<file path="config.mk">
export PLATFORM = sky130hd
export DESIGN_NAME = regbank_wb_arbiter
export DESIGN_NICKNAME = d
export VERILOG_FILES = /design/src/rtl/regbank_wb_arbiter.sv
export SDC_FILE = /design/constraint.sdc
export NUM_CORES = 1
export LEC_CHECK = 0
export BUFFER_PORTS_ARGS = -buffer_cell sky130_fd_sc_hd__buf_2
export CELL_PAD_IN_SITES_DETAIL_PLACEMENT = 0
export CELL_PAD_IN_SITES_GLOBAL_PLACEMENT = 1
export CORE_MARGIN = 5
export CORE_UTILIZATION = 32
export DETAILED_ROUTE_END_ITERATION = 10
export GPL_ROUTABILITY_DRIVEN = 0
export PLACE_DENSITY_LB_ADDON = 0.05
export SYNTH_ARGS = -nofsm -noshare
export SYNTH_HDL_FRONTEND = slang
export SYNTH_SLANG_ARGS = --single-unit
</file>
<file path="constraint.sdc">
create_clock -name clk -period 4.42 [get_ports clk]
set_input_delay 0.221 -clock clk [delete_from_list [all_inputs] [get_ports clk]]
set_output_delay 0.221 -clock clk [all_outputs]
set_load 0.005 [all_outputs]
</file>
<file path="src/rtl/regbank_wb_arbiter.sv">
// Round-robin write-back arbiter for the 16 x 16-bit register bank.
// Grants one producer per cycle and registers its write onto the bank's shared write port.
module regbank_wb_arbiter #(
    parameter int          NREQ      = 3,
    parameter logic [15:0] LOCK_MASK = 16'h0000
) (
    input  logic                 clk,
    input  logic                 reset,
    input  logic                 stall,
    input  logic [NREQ-1:0]      req_valid,
    input  logic [4*NREQ-1:0]    req_addr,
    input  logic [16*NREQ-1:0]   req_data,
    output logic [NREQ-1:0]      req_ready,
    output logic [15:0]          ALUBus,
    output logic [15:0]          regEnable,
    output logic                 wb_valid,
    output logic [3:0]           wb_addr,
    output logic [NREQ-1:0]      wb_src,
    output logic                 lock_err
);

    logic [1:0]      ptr_r;
    logic [1:0]      grant_idx_s;
    logic [1:0]      next_ptr_s;
    logic [2:0]      cand_s;
    logic            found_s;
    logic [NREQ-1:0] grant_s;
    logic [15:0]     sel_data_s;
    logic [3:0]      sel_addr_s;
    logic            locked_s;

    function automatic logic [15:0] onehot16(input logic [3:0] idx);
        return 16'h0001 << idx;
    endfunction

    // Round-robin search starting at ptr_r; no grant during stall or reset.
    always_comb begin
        grant_s     = '0;
        grant_idx_s = 2'd0;
        found_s     = 1'b0;
        cand_s      = 3'd0;
        for (int i = 0; i < NREQ; i++) begin
            cand_s = (({1'b0, ptr_r} + 3'(i)) >= 3'(NREQ)) ?
                     ({1'b0, ptr_r} + 3'(i) - 3'(NREQ)) : ({1'b0, ptr_r} + 3'(i));
            if (!found_s && req_valid[cand_s[1:0]] && !stall && reset) begin
                found_s     = 1'b1;
                grant_idx_s = cand_s[1:0];
            end else begin
                found_s     = found_s;
            end
        end
        if (found_s) begin
            grant_s[grant_idx_s] = 1'b1;
        end else begin
            grant_s = '0;
        end
    end

    // Steer the winner's address/data and precompute the pointer advance.
    always_comb begin
        sel_data_s = 16'h0000;
        sel_addr_s = 4'h0;
        for (int k = 0; k < NREQ; k++) begin
            sel_data_s = sel_data_s | (req_data[16*k +: 16] & {16{grant_s[k]}});
            sel_addr_s = sel_addr_s | (req_addr[4*k +: 4] & {4{grant_s[k]}});
        end
        locked_s   = LOCK_MASK[sel_addr_s];
        next_ptr_s = (grant_idx_s == 2'(NREQ - 1)) ? 2'd0 : (grant_idx_s + 2'd1);
    end

    assign req_ready = grant_s;

    // Output stage and pointer; a locked write still consumes the grant but never enables the bank.
    always_ff @(posedge clk) begin
        if (!reset) begin
            ptr_r     <= 2'd0;
            ALUBus    <= 16'h0000;
            regEnable <= 16'h0000;
            wb_valid  <= 1'b0;
            wb_addr   <= 4'h0;
            wb_src    <= '0;
            lock_err  <= 1'b0;
        end else if (found_s) begin
            ptr_r     <= next_ptr_s;
            ALUBus    <= sel_data_s;
            wb_addr   <= sel_addr_s;
            wb_src    <= grant_s;
            wb_valid  <= 1'b1;
            regEnable <= locked_s ? 16'h0000 : onehot16(sel_addr_s);
            lock_err  <= locked_s;
        end else begin
            regEnable <= 16'h0000;
            wb_valid  <= 1'b0;
            lock_err  <= 1'b0;
        end
    end

endmodule
</file>
After elaboration in Yosys (flattened, before gate mapping) --
Memories as Yosys holds them, arrays and structs flattened. Cells that the tools add are included.
Cells by class: muxes and demuxes 21, reduce and logical (&&, ||, !) cells 14, add/sub/neg operators 6, eq/ne operators 1, bitwise gates (word level) 12, shifts and indexed selects 1, magnitude comparators 9
Operators with widths (number):
- bitwise AND 16 bit | 3
- bitwise OR 16 bit | 2
- left shift 1 x 4 -> 16 bit (first input constant) | 1
- two-way mux 2 bit | 7
- bitwise AND 4 bit | 3
- < comparator 2 x 3 -> 1 bit (second input constant) | 4
- logical AND 1 bit | 9
- two-way mux 1 bit | 9
- bitwise OR 4 bit | 2
- binary-select mux 1 bit (select 2 bit) | 3
- >= comparator 3 x 2 -> 1 bit (second input constant) | 2
- subtractor 2 bit (second input constant) | 3
- < comparator 4 x 5 -> 1 bit (second input constant) | 1
- adder 2 x 1 -> 3 bit (second input constant) | 1
- adder 2 x 2 -> 3 bit (second input constant) | 1
- zero test 1 bit | 3
- two-way mux 3 bit | 1
- OR reduction 3 bit | 1
- adder 2 x 1 -> 2 bit (second input constant) | 1
- demux 1 bit (select 2 bit) | 1
- == test 2 bit (second input constant) | 1
- >= comparator 2 x 1 -> 1 bit (second input constant) | 1
- >= comparator 2 bit (second input constant) | 1
- NOT 1 bit | 2
- AND reduction 2 bit | 1
Storage, ports and cells: bits of input ports 66, memories kept 1, bits in registers 43, ROM bits 16, output and inout bits 44
Memory list:
- (no name shown) | words 16, bits a word 1, rd ports 1, clocked after memory_dff 0, write ports 0, RTL line 67 | locked_s = LOCK_MASK[sel_addr_s];

Depth between registers and ports, before layout --
Gate-level depths: netlist of run 1.
depth in word-level cells 28, gate-level depth with buffers 11, gate-level depth less buffers 8

Least setup slack after synthesis of run 1 --
Ideal clock, no wire load.
path kind register -> register, start register ptr_r[0], end register ALUBus[0], buffers on the path 2, slack 2.011 ns, setup time 0.128 ns, arrival time 2.281 ns, required time 4.292 ns, cell stages (with the launch flop) 11, clock period less this slack 2.409 ns, path through dfxtp_1 -> inv_1 -> ha_1 -> nor2b_1 -> o21a_1 -> o31ai_1 -> clkbuf_1 -> inv_1 -> clkbuf_1 -> o21ai_0 -> a21oi_1
Between the ends: cells in the longest elaborated chain, start to end 25, elaborated cells on any way between the ends 44
RTL lines:
- from (decl) | RTL line 22 | logic [1:0] ptr_r;
- from (signal assigned) | RTL line 84 | ptr_r <= next_ptr_s;
- parallel branches: the longest is 25 deep, another holds adder 2 x 1 -> 3 bit
- to (signal assigned) | RTL line 85 | ALUBus <= sel_data_s;
- to (decl) | RTL line 14 | output logic [15:0] ALUBus,
Several ways; the timed one is not identified. The select of a mux whose other input is x is not followed. A chain may end at the register's enable or synchronous reset.

Final worst setup path of run 1 --
start register ptr_r[0], end output port req_ready[2]
Between the ends: cells in the longest elaborated chain, start to end 22, elaborated cells on any way between the ends 39
RTL lines:
- parallel branches: the longest is 21 deep, another holds adder 2 x 1 -> 3 bit
- two-way mux 3 bit * | RTL line 52 | if (found_s) begin
- to (decl) | RTL line 13 | output logic [NREQ-1:0] req_ready,
Mark *: on every way between the ends. The select of a mux whose other input is x is not followed.

==> results of run 1 <==
==> final timing paths <==
kind | endpoint | slack, ns | depth (start not counted)
max reg2reg | ALUBus[5]$_SDFFE_PN0N_ | 1.38 | 8
min reg2reg | wb_addr[1]$_SDFFE_PN0N_ | 0.45 | 2
min | ALUBus[7]$_SDFFE_PN0N_ | 0.17 | 3
max | req_ready[2] | 1.28 | 7
==> sequential cells by signal, summed over array words and instances (netlist names) <==
| signal | cells |
|---|---|
| ALUBus | 16 |
| wb_valid | 1 |
| ptr_r | 2 |
| wb_addr | 4 |
| wb_src | 3 |
| regEnable | 16 |
==> metal layers <==
metal | vias up | GRT usage, % | share of wire [%] | routed length, um
met5 | - | 0 | 0 | 0
met3 | 5 | 5.20 | 7.1 | 421
li1 | 945 | - | - | -
met1 | 855 | 20.5 | 44 | 2620
met4 | 0 | 3.45 | 0.90 | 53
met2 | 56 | 25.5 | 48 | 2810
==> metrics by stage <==
stage / hold slack, ns / instances / area [sq um] / setup slack, ns
finish: 0.171 / 369 / 2480 / 1.28
CTS: 0.164 / 369 / 2480 / 1.25
detailed placement: 0.440 / 361 / 2380 / 1.37
global route: 0.167 / 369 / 2480 / 1.04
floorplan: 0.359 / 193 / 1780 / 2.01
global placement: 0.429 / 361 / 2380 / 1.35
==> layout make-up <==
| cell class | count | area share [%] |
|---|---|---|
| Multi-Input combinational cell | 134 | 35.6 |
| Sequential cell | 42 | 33.9 |
| Timing Repair Buffer | 109 | 22.1 |
| Tap cell | 72 | 3.63 |
| Clock buffer | 7 | 3.07 |
| Clock inverter | 1 | 1.21 |
| Inverter | 4 | 0.605 |
==> cell families (layout without fill, tap and decap cells) <==
group                      count (synthesis)  after routing  share of synthesized area, %
DFF                                       42             42                          47.2
muxes                                      3              3                          1.69
AOI/OAI and AO/OA                         77             77                          30.3
other                                      1              1                         0.211
and+or+nand+nor                           50             50                          14.0
adders and majority gates                  3              3                          2.11
buffers and inverters                     17            121                          4.50
==> layout by cell type (no fill, tap or decap), types with 2 or more instances in the layout <==
| cell | Yosys | routed |
|---|---|---|
| a32o_1 | 3 | 3 |
| a221oi_1 | 16 | 16 |
| a21oi_1 | 17 | 16 |
| ha_1 | 3 | 3 |
| nand2_1 | 25 | 25 |
| dfxtp_1 | 42 | 42 |
| and2_1 | 2 | 2 |
| clkbuf_8 | 0 | 5 |
| a21o_1 | 7 | 7 |
| mux2i_1 | 3 | 3 |
| inv_1 | 4 | 4 |
| nor2b_1 | 3 | 3 |
| clkbuf_1 | 7 | 2 |
| nand2b_1 | 2 | 2 |
| buf_2 | 4 | 108 |
| nor4_1 | 16 | 16 |
| o21ai_0 | 18 | 18 |
| o22ai_1 | 3 | 3 |
| a21oi_2 | 3 | 4 |
==> worst max-delay path: cells and delay by family (launching register included) <==
kind,cells,cell delay [ns]
AO/OA/AOI/OAI,2,0.75
adder cells (fa/ha/maj),1,0.27
buffers and inverters,2,0.30
flip-flops,1,0.39
multiplexers,1,0.21
AND/OR/NAND/NOR,1,0.71
==> power groups by stage <==
| stage | clock [mW] | sequential, mW | combinational, mW |
|---|---|---|---|
| 2_1_floorplan | 0 | 0.440 | 0.131 |
| 3_3_place_gp | 0 | 0.437 | 0.238 |
| 3_5_place_dp | 0 | 0.437 | 0.238 |
| 6_report | 0.292 | 0.429 | 0.235 |
| 4_1_cts | 0.300 | 0.429 | 0.238 |
| 5_1_grt | 0.319 | 0.433 | 0.262 |
==> key figures, run 1 <==
Clock network
  • CTS Buffer Depth: 2
  • Hold_buf cts: 0
  • CTS tree: built
  • Cts bufs inserted: 5
  • Clk_lat worst skew: 0.28 ns
  • Post-CTS Setup Inserts: 0
  • Clock sink count: 42
  • Clock root buffer: clkbuf_8
  • CTS-repair resized insts: 0
  • Htree depth: 2
  • Clock-pin slew of the registers on the worst-case setup and hold paths: ~0.08 ns

Logic synthesis
  • Synth Flop Type: dfxtp_1
  • Fraction of registers with async set/reset: 0%
  • Top-count cell post-synth: dfxtp_1
  • Mapped cell area: approximately 1800 sq um
  • Synth Register Bits: 42
  • Cell variety after synth: 33
  • Synth warn: 0
  • Dominant cell type by area after synthesis: dfxtp_1
  • Top cells by area, synth: dfxtp_1, a221oi_1, nor4_1
  • Mean Syn Cell Area: between 9 and 10 sq um
  • Sequential area share after synthesis: approximately 47%
  • Post-Syn Instances: between 150 and 200
  • EDFF count, synth: 0
  • Synth top area share: between 40% and 50%
  • Most frequent cells after synthesis: dfxtp_1, nand2_1, o21ai_0, a21oi_1
  • Syn_nets: ~260

Setup path
  • FF-to-FF Start: ptr_r[0]$_SDFFE_PN0N_
  • Crit Path Class: reg -> out
  • Most used cell along the critical path: o22ai_1
  • Launch point of the critical path: ptr_r[0]$_SDFFE_PN0N_
  • CP endpoint kind: output pin
  • CP Data Required Time: ~4.2 ns
  • Critical path launch point type: flip-flop
  • CP Cell Sequence: inv_1, ha_1, mux2i_1, o22ai_1, o22ai_1, and2_1, buf_2
  • CP max-delay cell: and2_1
  • Worst-path maximum fanout: 18
  • Worst EP arrival: 2.92 ns
  • CP max stage delay: ~0.71 ns

Die
  • Ports: between 100 and 150
  • Row count: 27
  • Core Footprint: 5470 sq um
  • Overall die height: 84.6 um
  • Die Footprint: approximately 7000 sq um
  • Die Width: around 85 um
  • Initial Util: around a third

Timing
  • Setup TNS: 0 ns
  • Fmax: between 300 and 400 MHz
  • Final setup viols: 0
  • Tcrit/Tclk final: a little under three quarters
  • Slew @ Worst Pin: a little over 1 ns
  • Clk_skew: between 0.003 and 0.004 ns
  • Minimum clock period: about 3.1 ns
  • Count of pins over their slew limit: 0
  • Max-Slew Margin vs Limit: 32.5%
  • Final hold violation count: 0
  • RSZ-0062 raised after global routing: no

Layout
  • Ant. Diodes: 0
  • Flip-flop and latch area: around 840 sq um
  • Layout cell share with drive strength beyond 1: between 40% and 50%
  • Multi-input logic area: slightly below 900 sq um
  • NumNets Final: 365
  • Fillers: 594
  • Growth of design area from synthesis to finish: 39.5%
  • Post-layout util: between 40% and 50%

Power
  • Clock network power share: between 30 and 40%
  • Comb power frac: approximately 25%
  • Switching part of the total: roughly 29%
  • Sw Pwr: 278 uW
  • Cell Pwr Density: slightly below 400 nW/um^2
  • Leakage: roughly 1.3 nW
  • Pint: approximately 680 uW
  • Share of total power in sequential cells: around 45%
  • Total power draw: around 960 uW
  • VDD IR max: roughly 0.00019 V

Routing
  • WL final: around 6000 um
  • DR vias/cell: 5.04
  • Post-route ant nets: 0
  • Initial drt markers: between 100 and 150
  • Vias: 1,861
  • Pre-antenna DRT Iters: 4
  • Drt drc: 0
  • Wirelength per Cell: 16.0 um

Placement
  • Port bufs: roughly 110
  • Hpwl dp: ~4400 um

GRT
  • Pin count of the biggest net entering global routing: 26
  • Number of global-route vias before repair: roughly 1,800
  • Initial antenna violation count: 0
  • GRT Util Overall: about 16%
  • Total global routing overflow: 0
  • First-pass GRT wire length: just over 9000 um

Status
  • Status: finished, final reports clean

Flow run
  • Max-Cap Viols: 0

Hold path
  • Hold path startpoint: req_data[7]
  • Min-delay worst type: in -> reg
(Power assumes the default switching activity.)
==> run 2: changes to the inputs <==
--- a/config.mk
+++ b/config.mk
@@ -9,7 +9,7 @@
 export CELL_PAD_IN_SITES_DETAIL_PLACEMENT = 0
 export CELL_PAD_IN_SITES_GLOBAL_PLACEMENT = 1
 export CORE_MARGIN = 5
-export CORE_UTILIZATION = 32
+export CORE_UTILIZATION = 30
 export DETAILED_ROUTE_END_ITERATION = 10
 export GPL_ROUTABILITY_DRIVEN = 0
 export PLACE_DENSITY_LB_ADDON = 0.05
==> constraint.sdc (replaced) <==
create_clock -name clk -period 2.9 [get_ports clk]
set_input_delay 0.145 -clock clk [delete_from_list [all_inputs] [get_ports clk]]
set_output_delay 0.145 -clock clk [all_outputs]
set_load 0.005 [all_outputs]
==> key figures, run 2 (synthesis results as in run 1) <==
Clock network
  • Htree depth: 2 (unchanged)
  • CTS tree: built
  • Clk_lat worst skew: 0.29 ns (about the same)
  • Clock-pin slew of the registers on the worst-case setup and hold paths: 0.08 ns (about the same)
  • Clock sink count: 42 (unchanged)
  • CTS Buffer Depth: 2 (unchanged)
  • Clock root buffer: clkbuf_8
  • Cts bufs inserted: 5 (unchanged)

Power
  • Comb power frac: 23.8% (-0.8 points)
  • Cell Pwr Density: 614 nW/um^2 (+59%)
  • Leakage: 1.32 nW (+5.7%)
  • Sw Pwr: 436 uW (+57%)
  • Clock network power share: 35.4% (+4.8 points)
  • Pint: 1.16 mW (+71%)
  • VDD IR max: 0.000299 V (+55%)
  • Share of total power in sequential cells: 40.8% (-4.0 points)
  • Switching part of the total: 27.3% (-1.7 points)

Timing
  • Final setup viols: 0 (unchanged)
  • Tcrit/Tclk final: around 93%
  • Setup TNS: 0 ns (unchanged)
  • RSZ-0062 raised after global routing: no
  • Max-Slew Margin vs Limit: 66.3% (+34 points)
  • Minimum clock period: between 2 and 3 ns
  • Clk_skew: 0.00752 ns (+0.00373 ns)
  • Count of pins over their slew limit: 0 (unchanged)
  • Slew @ Worst Pin: 0.504 ns (-0.509 ns)
  • Final hold violation count: 0 (unchanged)
  • Fmax: about 370 MHz
  • Final WS setup: 0.209 ns (-1.07 ns)

Layout
  • Multi-input logic area: 886 sq um (+0.28%)
  • NumNets Final: 375 (+2.7%)
  • Most frequent cells in the layout: buf_2, dfxtp_1, nand2_1
  • Largest registers: ALUBus (16), regEnable (16), wb_addr (4)
  • Post-layout util: 44.5% (-0.92 points)
  • Layout cell share with drive strength beyond 1: 44.3% (+2.5 points)
  • Commonest non-fill, non-tap cell in the layout: buf_2
  • Growth of design area from synthesis to finish: 46.1%
  • Ant. Diodes: 0 (unchanged)
  • Flip-flop and latch area: 841 sq um (unchanged)
  • Post-route cell area: 2600 sq um (+4.7%)
  • Fillers: 601 (+1.2%)

Placement
  • Placed cell areas: 2410 sq um (+1.6%)
  • Port bufs: 108 (unchanged)
  • Pre-CTS setup slack: 0.196 ns (-1.18 ns)
  • Hpwl dp: 4440 um (+0.81%)

Routing
  • Metal3 WL: 385 um (-8.6%)
  • Post-route ant nets: 0 (unchanged)
  • DR vias/cell: 4.95 (-1.8%)
  • Post-Route M1 WL: 2430 um (-7.2%)
  • Drt drc: 0 (unchanged)
  • Wirelength per Cell: 15.5 um (-3.0%)
  • Initial drt markers: 59 (-45%)
  • Routed wl met2: 3050 um (+8.7%)
  • Highest Signal Layer: met4
  • Vias: 1,891 (+1.6%)
  • Pre-antenna DRT Iters: 4 (unchanged)
  • WL final: 5930 um (+0.46%)

Die
  • Ports: 110 (unchanged)
  • Core Footprint: 5850 sq um (+6.9%)
  • Initial Util: 30.4% (-2.1 points)
  • Overall die height: 87.0 um (+2.9%)
  • Die Footprint: 7580 sq um (+5.9%)
  • Row count: 28 (+3.7%)
  • Die Width: 87.0 um (+2.9%)

Setup path
  • Worst-path maximum fanout: 18 (unchanged)
  • Crit Path Class: reg -> out
  • CP endpoint kind: output pin
  • CP Data Required Time: 2.76 ns (-1.44 ns)
  • Critical path launch point type: flip-flop
  • Worst EP arrival: 2.55 ns (-0.37 ns)

GRT
  • Total global routing overflow: 0 (unchanged)
  • GRT Util Overall: 14.7% (-1.1 points)
  • First-pass GRT wire length: 8760 um (-3.3%)
  • Initial antenna violation count: 0 (unchanged)
  • Number of global-route vias before repair: 1,811 (+1.8%)
  • Pin count of the biggest net entering global routing: 20 (-23%)

Flow run
  • Max-Cap Viols: 0 (unchanged)

Hold path
  • Min-delay worst type: in -> reg

Status
  • Status: finished, final reports clean
## run 2: cell count changes in the layout (fill, tap and decap cells not counted), sizes merged
| cell | before | now |
|---|---|---|
| buf | 109 | 119 |
| bufinv | 1 | 2 |
| clkbuf | 7 | 6 |
## run 2: per-stage QoR
stage | cells | hold WS (ns) | total power [mW]
after floorplan | 193 | 0.283 | 0.870
final | 382 | 0.0849 | 1.60
after detailed placement | 369 | 0.394 | 1.04
after global placement | 369 | 0.392 | 1.04
after CTS | 377 | 0.0791 | 1.60
after global routing | 382 | 0.0806 | 1.68
## run 2: final cells by class
| class | instances | share of cell area [%] |
|---|---|---|
| repair buffers | 119 | 24.0 |
| inverters | 4 | 0.577 |
| flip-flops and latches | 42 | 32.3 |
| clock buffers | 6 | 3.17 |
| clock inverters | 2 | 2.31 |
| well taps | 75 | 3.61 |
| multi-input cells | 134 | 34.1 |
## run 2: final timing paths
kind	startpoint	endpoint	slack (ns)	depth (start not counted)
setup reg to reg	ptr_r[0]$_SDFFE_PN0N_	regEnable[3]$_SDFF_PP0_	0.29	9
setup / recovery	ptr_r[0]$_SDFFE_PN0N_	req_ready[2]	0.21	8
hold / removal	req_data[15]	ALUBus[15]$_SDFFE_PN0N_	0.08	3
hold reg to reg	wb_addr[2]$_SDFFE_PN0N_	wb_addr[2]$_SDFFE_PN0N_	0.45	2
## run 2: worst max-delay path, cell delays in order, from the launching register on
cell and delay, ns:
dfxtp_1 0.39, inv_1 0.06, ha_1 0.28, nand2b_1 0.21, o22ai_1 0.35, o31a_1 0.38
and2_1 0.19, buf_4 0.24, buf_2 0.16
## run 2: repair_timing
| item | 4_1_cts | 5_1_grt |
|---|---|---|
| gates resized for setup | 0 | 1 |
| setup endpoints to repair | 0 | 16 |
| hold buffers | 0 | 0 |
| setup buffers | 0 | 5 |
## run 2: power by group through the flow
stage	clock [mW]	sequential, mW	combinational (mW)
global placement	0	0.665	0.373
finish	0.566	0.652	0.380
CTS	0.576	0.653	0.372
global route	0.597	0.657	0.422
floorplan	0	0.670	0.200
detailed placement	0	0.665	0.371
## run 2: metal layers
metal  global-route usage [%]  vias up
li1                         -      953
met1                     17.3      881
met2                     26.2       52
met3                     3.69        5
met4                     4.25        0
met5                        0        -
==> run 3: changes to the inputs <==
==> constraint.sdc (replaced) <==
create_clock -name clk -period 2.9 [get_ports clk]
set_input_delay 0.58 -clock clk [delete_from_list [all_inputs] [get_ports clk]]
set_output_delay 0.58 -clock clk [all_outputs]
set_load 0.005 [all_outputs]
==> key figures, run 3 (synthesis results as in run 1) <==
Hold path
  • Min-delay worst type: reg -> reg
  • Hold path depth: 2 (-1)

Clock network
  • Clock root buffer: clkbuf_8
  • Clock sink count: 42 (unchanged)
  • Clock-pin slew of the registers on the worst-case setup and hold paths: 0.09 ns (about the same)
  • Htree depth: 2 (unchanged)
  • CTS Buffer Depth: 2 (unchanged)
  • Cts bufs inserted: 5 (unchanged)
  • Clk_lat worst skew: 0.29 ns (about the same)
  • CTS tree: built

Timing
  • Minimum clock period: 2.78 ns (+0.0931 ns)
  • Tcrit/Tclk final: 96.0% (+3.2 points)
  • Final setup viols: 0 (unchanged)
  • Clk_skew: 0.00453 ns (-0.00298 ns)
  • Setup TNS: 0 ns (unchanged)
  • Count of pins over their slew limit: 0 (unchanged)
  • Fmax: 359 MHz (-3.3%)
  • Final hold violation count: 0 (unchanged)

GRT
  • Pin count of the biggest net entering global routing: 20 (unchanged)
  • Initial antenna violation count: 0 (unchanged)
  • First-pass GRT wire length: 9040 um (+3.1%)
  • GRT met2 Usage: 25.5% (-0.62 points)
  • Busiest grt layer: met2
  • Total global routing overflow: 0 (unchanged)
  • GRT Util Overall: 15.2% (+0.57 points)
  • Met3 capacity usage during global routing: 4.26% (+0.57 points)
  • Number of global-route vias before repair: 1,845 (+1.9%)
  • Met1 Track Usage GR: 19.3% (+2.1 points)

Layout
  • Ant. Diodes: 0 (unchanged)
  • Multi-input logic area: 895 sq um (+0.99%)
  • NumNets Final: 377 (+0.53%)
  • Commonest non-fill, non-tap cell in the layout: buf_2
  • Fillers: 628 (+4.5%)
  • Largest registers: ALUBus (16), regEnable (16), wb_addr (4)
  • Flip-flop and latch area: 841 sq um (unchanged)
  • Layout cell share with drive strength beyond 1: 45.3% (+1.0 points)
  • Growth of design area from synthesis to finish: 44.8%
  • Most frequent cells in the layout: buf_2, dfxtp_1, nand2_1
  • Post-layout util: 44.1% (-0.41 points)

Routing
  • WL final: 5950 um (+0.39%)
  • DR vias/cell: 4.93 (-0.36%)
  • Vias: 1,894 (+0.16%)
  • Post-route ant nets: 0 (unchanged)
  • Initial drt markers: 42 (-29%)
  • Pre-antenna DRT Iters: 5 (+1)
  • Wirelength per Cell: 15.5 um (-0.13%)
  • Drt drc: 0 (unchanged)

Power
  • Leakage: 1.31 nW (-0.86%)
  • Cell Pwr Density: 559 nW/um^2 (-8.9%)
  • Total power draw: 1.44 mW (-9.8%)
  • VDD IR max: 0.000235 V (-21%)

Die
  • Die Footprint: 7580 sq um (unchanged)
  • Initial Util: 30.4% (unchanged)
  • Row count: 28 (unchanged)
  • Die Width: 87.0 um (unchanged)
  • Ports: 110 (unchanged)
  • Overall die height: 87.0 um (unchanged)
  • Core Footprint: 5850 sq um (unchanged)

Setup path
  • CP endpoint kind: output pin
  • CP Data Required Time: 2.32 ns (-0.44 ns)
  • CP max-delay cell: dfxtp_1
  • CP Cell Sequence: inv_1, ha_2, nor2b_1, o21ai_0, o22ai_2, buf_4, and2_1, buf_2
  • Worst-path maximum fanout: 6 (-12)
  • Critical path launch point type: flip-flop
  • R2r worst-path depth: 10 (+1)
  • Crit Path Class: reg -> out
  • CP max stage delay: 0.39 ns (about the same)
  • Worst EP arrival: 2.20 ns (-0.35 ns)

Placement
  • Port bufs: 108 (unchanged)
  • Hpwl dp: 4430 um (-0.34%)

Status
  • Status: finished, final reports clean

Flow run
  • Max-Cap Viols: 0 (unchanged)
run 3: path summary, 6_finish.rpt:
check                                             start                       to  slack, ns
worst max-delay path              ptr_r[0]$_SDFFE_PN0N_             req_ready[2]       0.12
worst min-delay path            wb_addr[0]$_SDFFE_PN0N_  wb_addr[0]$_SDFFE_PN0N_       0.45
worst max register to register    ptr_r[0]$_SDFFE_PN0N_  regEnable[0]$_SDFF_PP0_       0.32
worst min register to register  wb_addr[0]$_SDFFE_PN0N_  wb_addr[0]$_SDFFE_PN0N_       0.45
run 3: timing repair:
| item | CTS | global route |
|---|---|---|
| gates resized for setup | 1 | 2 |
| setup buffers | 3 | 0 |
| pin swaps | 2 | 0 |
| hold buffers | 0 | 0 |
| endpoints found under the setup margin | 2 | 2 |
run 3: routing by layer:
layer / up-vias / part of all wire, % / wire [um]
met3: 4 / 7.4 / 441
met1: 863 / 41 / 2470
li1: 961 / - / -
met5: - / 0 / 0
met4: 0 / 0.61 / 36
met2: 66 / 50 / 3000
run 3: critical path, delay by kind of cell, from the launching register on:
family                     cells  cell delay (ns)
DFF                            1             0.39
buffers and inverters          3             0.40
AOI/OAI and AO/OA              2             0.36
and+or+nand+nor                2             0.39
adders and majority gates      1             0.38
run 3: cell type report:
type,count,area share (%)
Clock inverter,3,1.02
Tap cell,75,3.64
Sequential cell,42,32.6
Multi-Input combinational cell,134,34.7
Clock buffer,5,2.67
Timing Repair Buffer,121,24.8
Inverter,4,0.583
run 3: power breakdown:
group	switching, mW	internal, mW	total (mW)
registers	0.0232	0.629	0.652
logic	0.219	0.172	0.392
clock network	0.220	0.179	0.398
run 3: metrics by stage:
step	area [sq um]	std cells	setup slack, ns	hold slack, ns
after detailed placement	2440	373	0.0867	0.430
final	2580	384	0.116	0.449
after floorplan	1780	193	0.279	0.439
after global routing	2580	384	-0.0522	0.478
after CTS	2570	384	0.0212	0.449
after global placement	2440	373	0.108	0.429
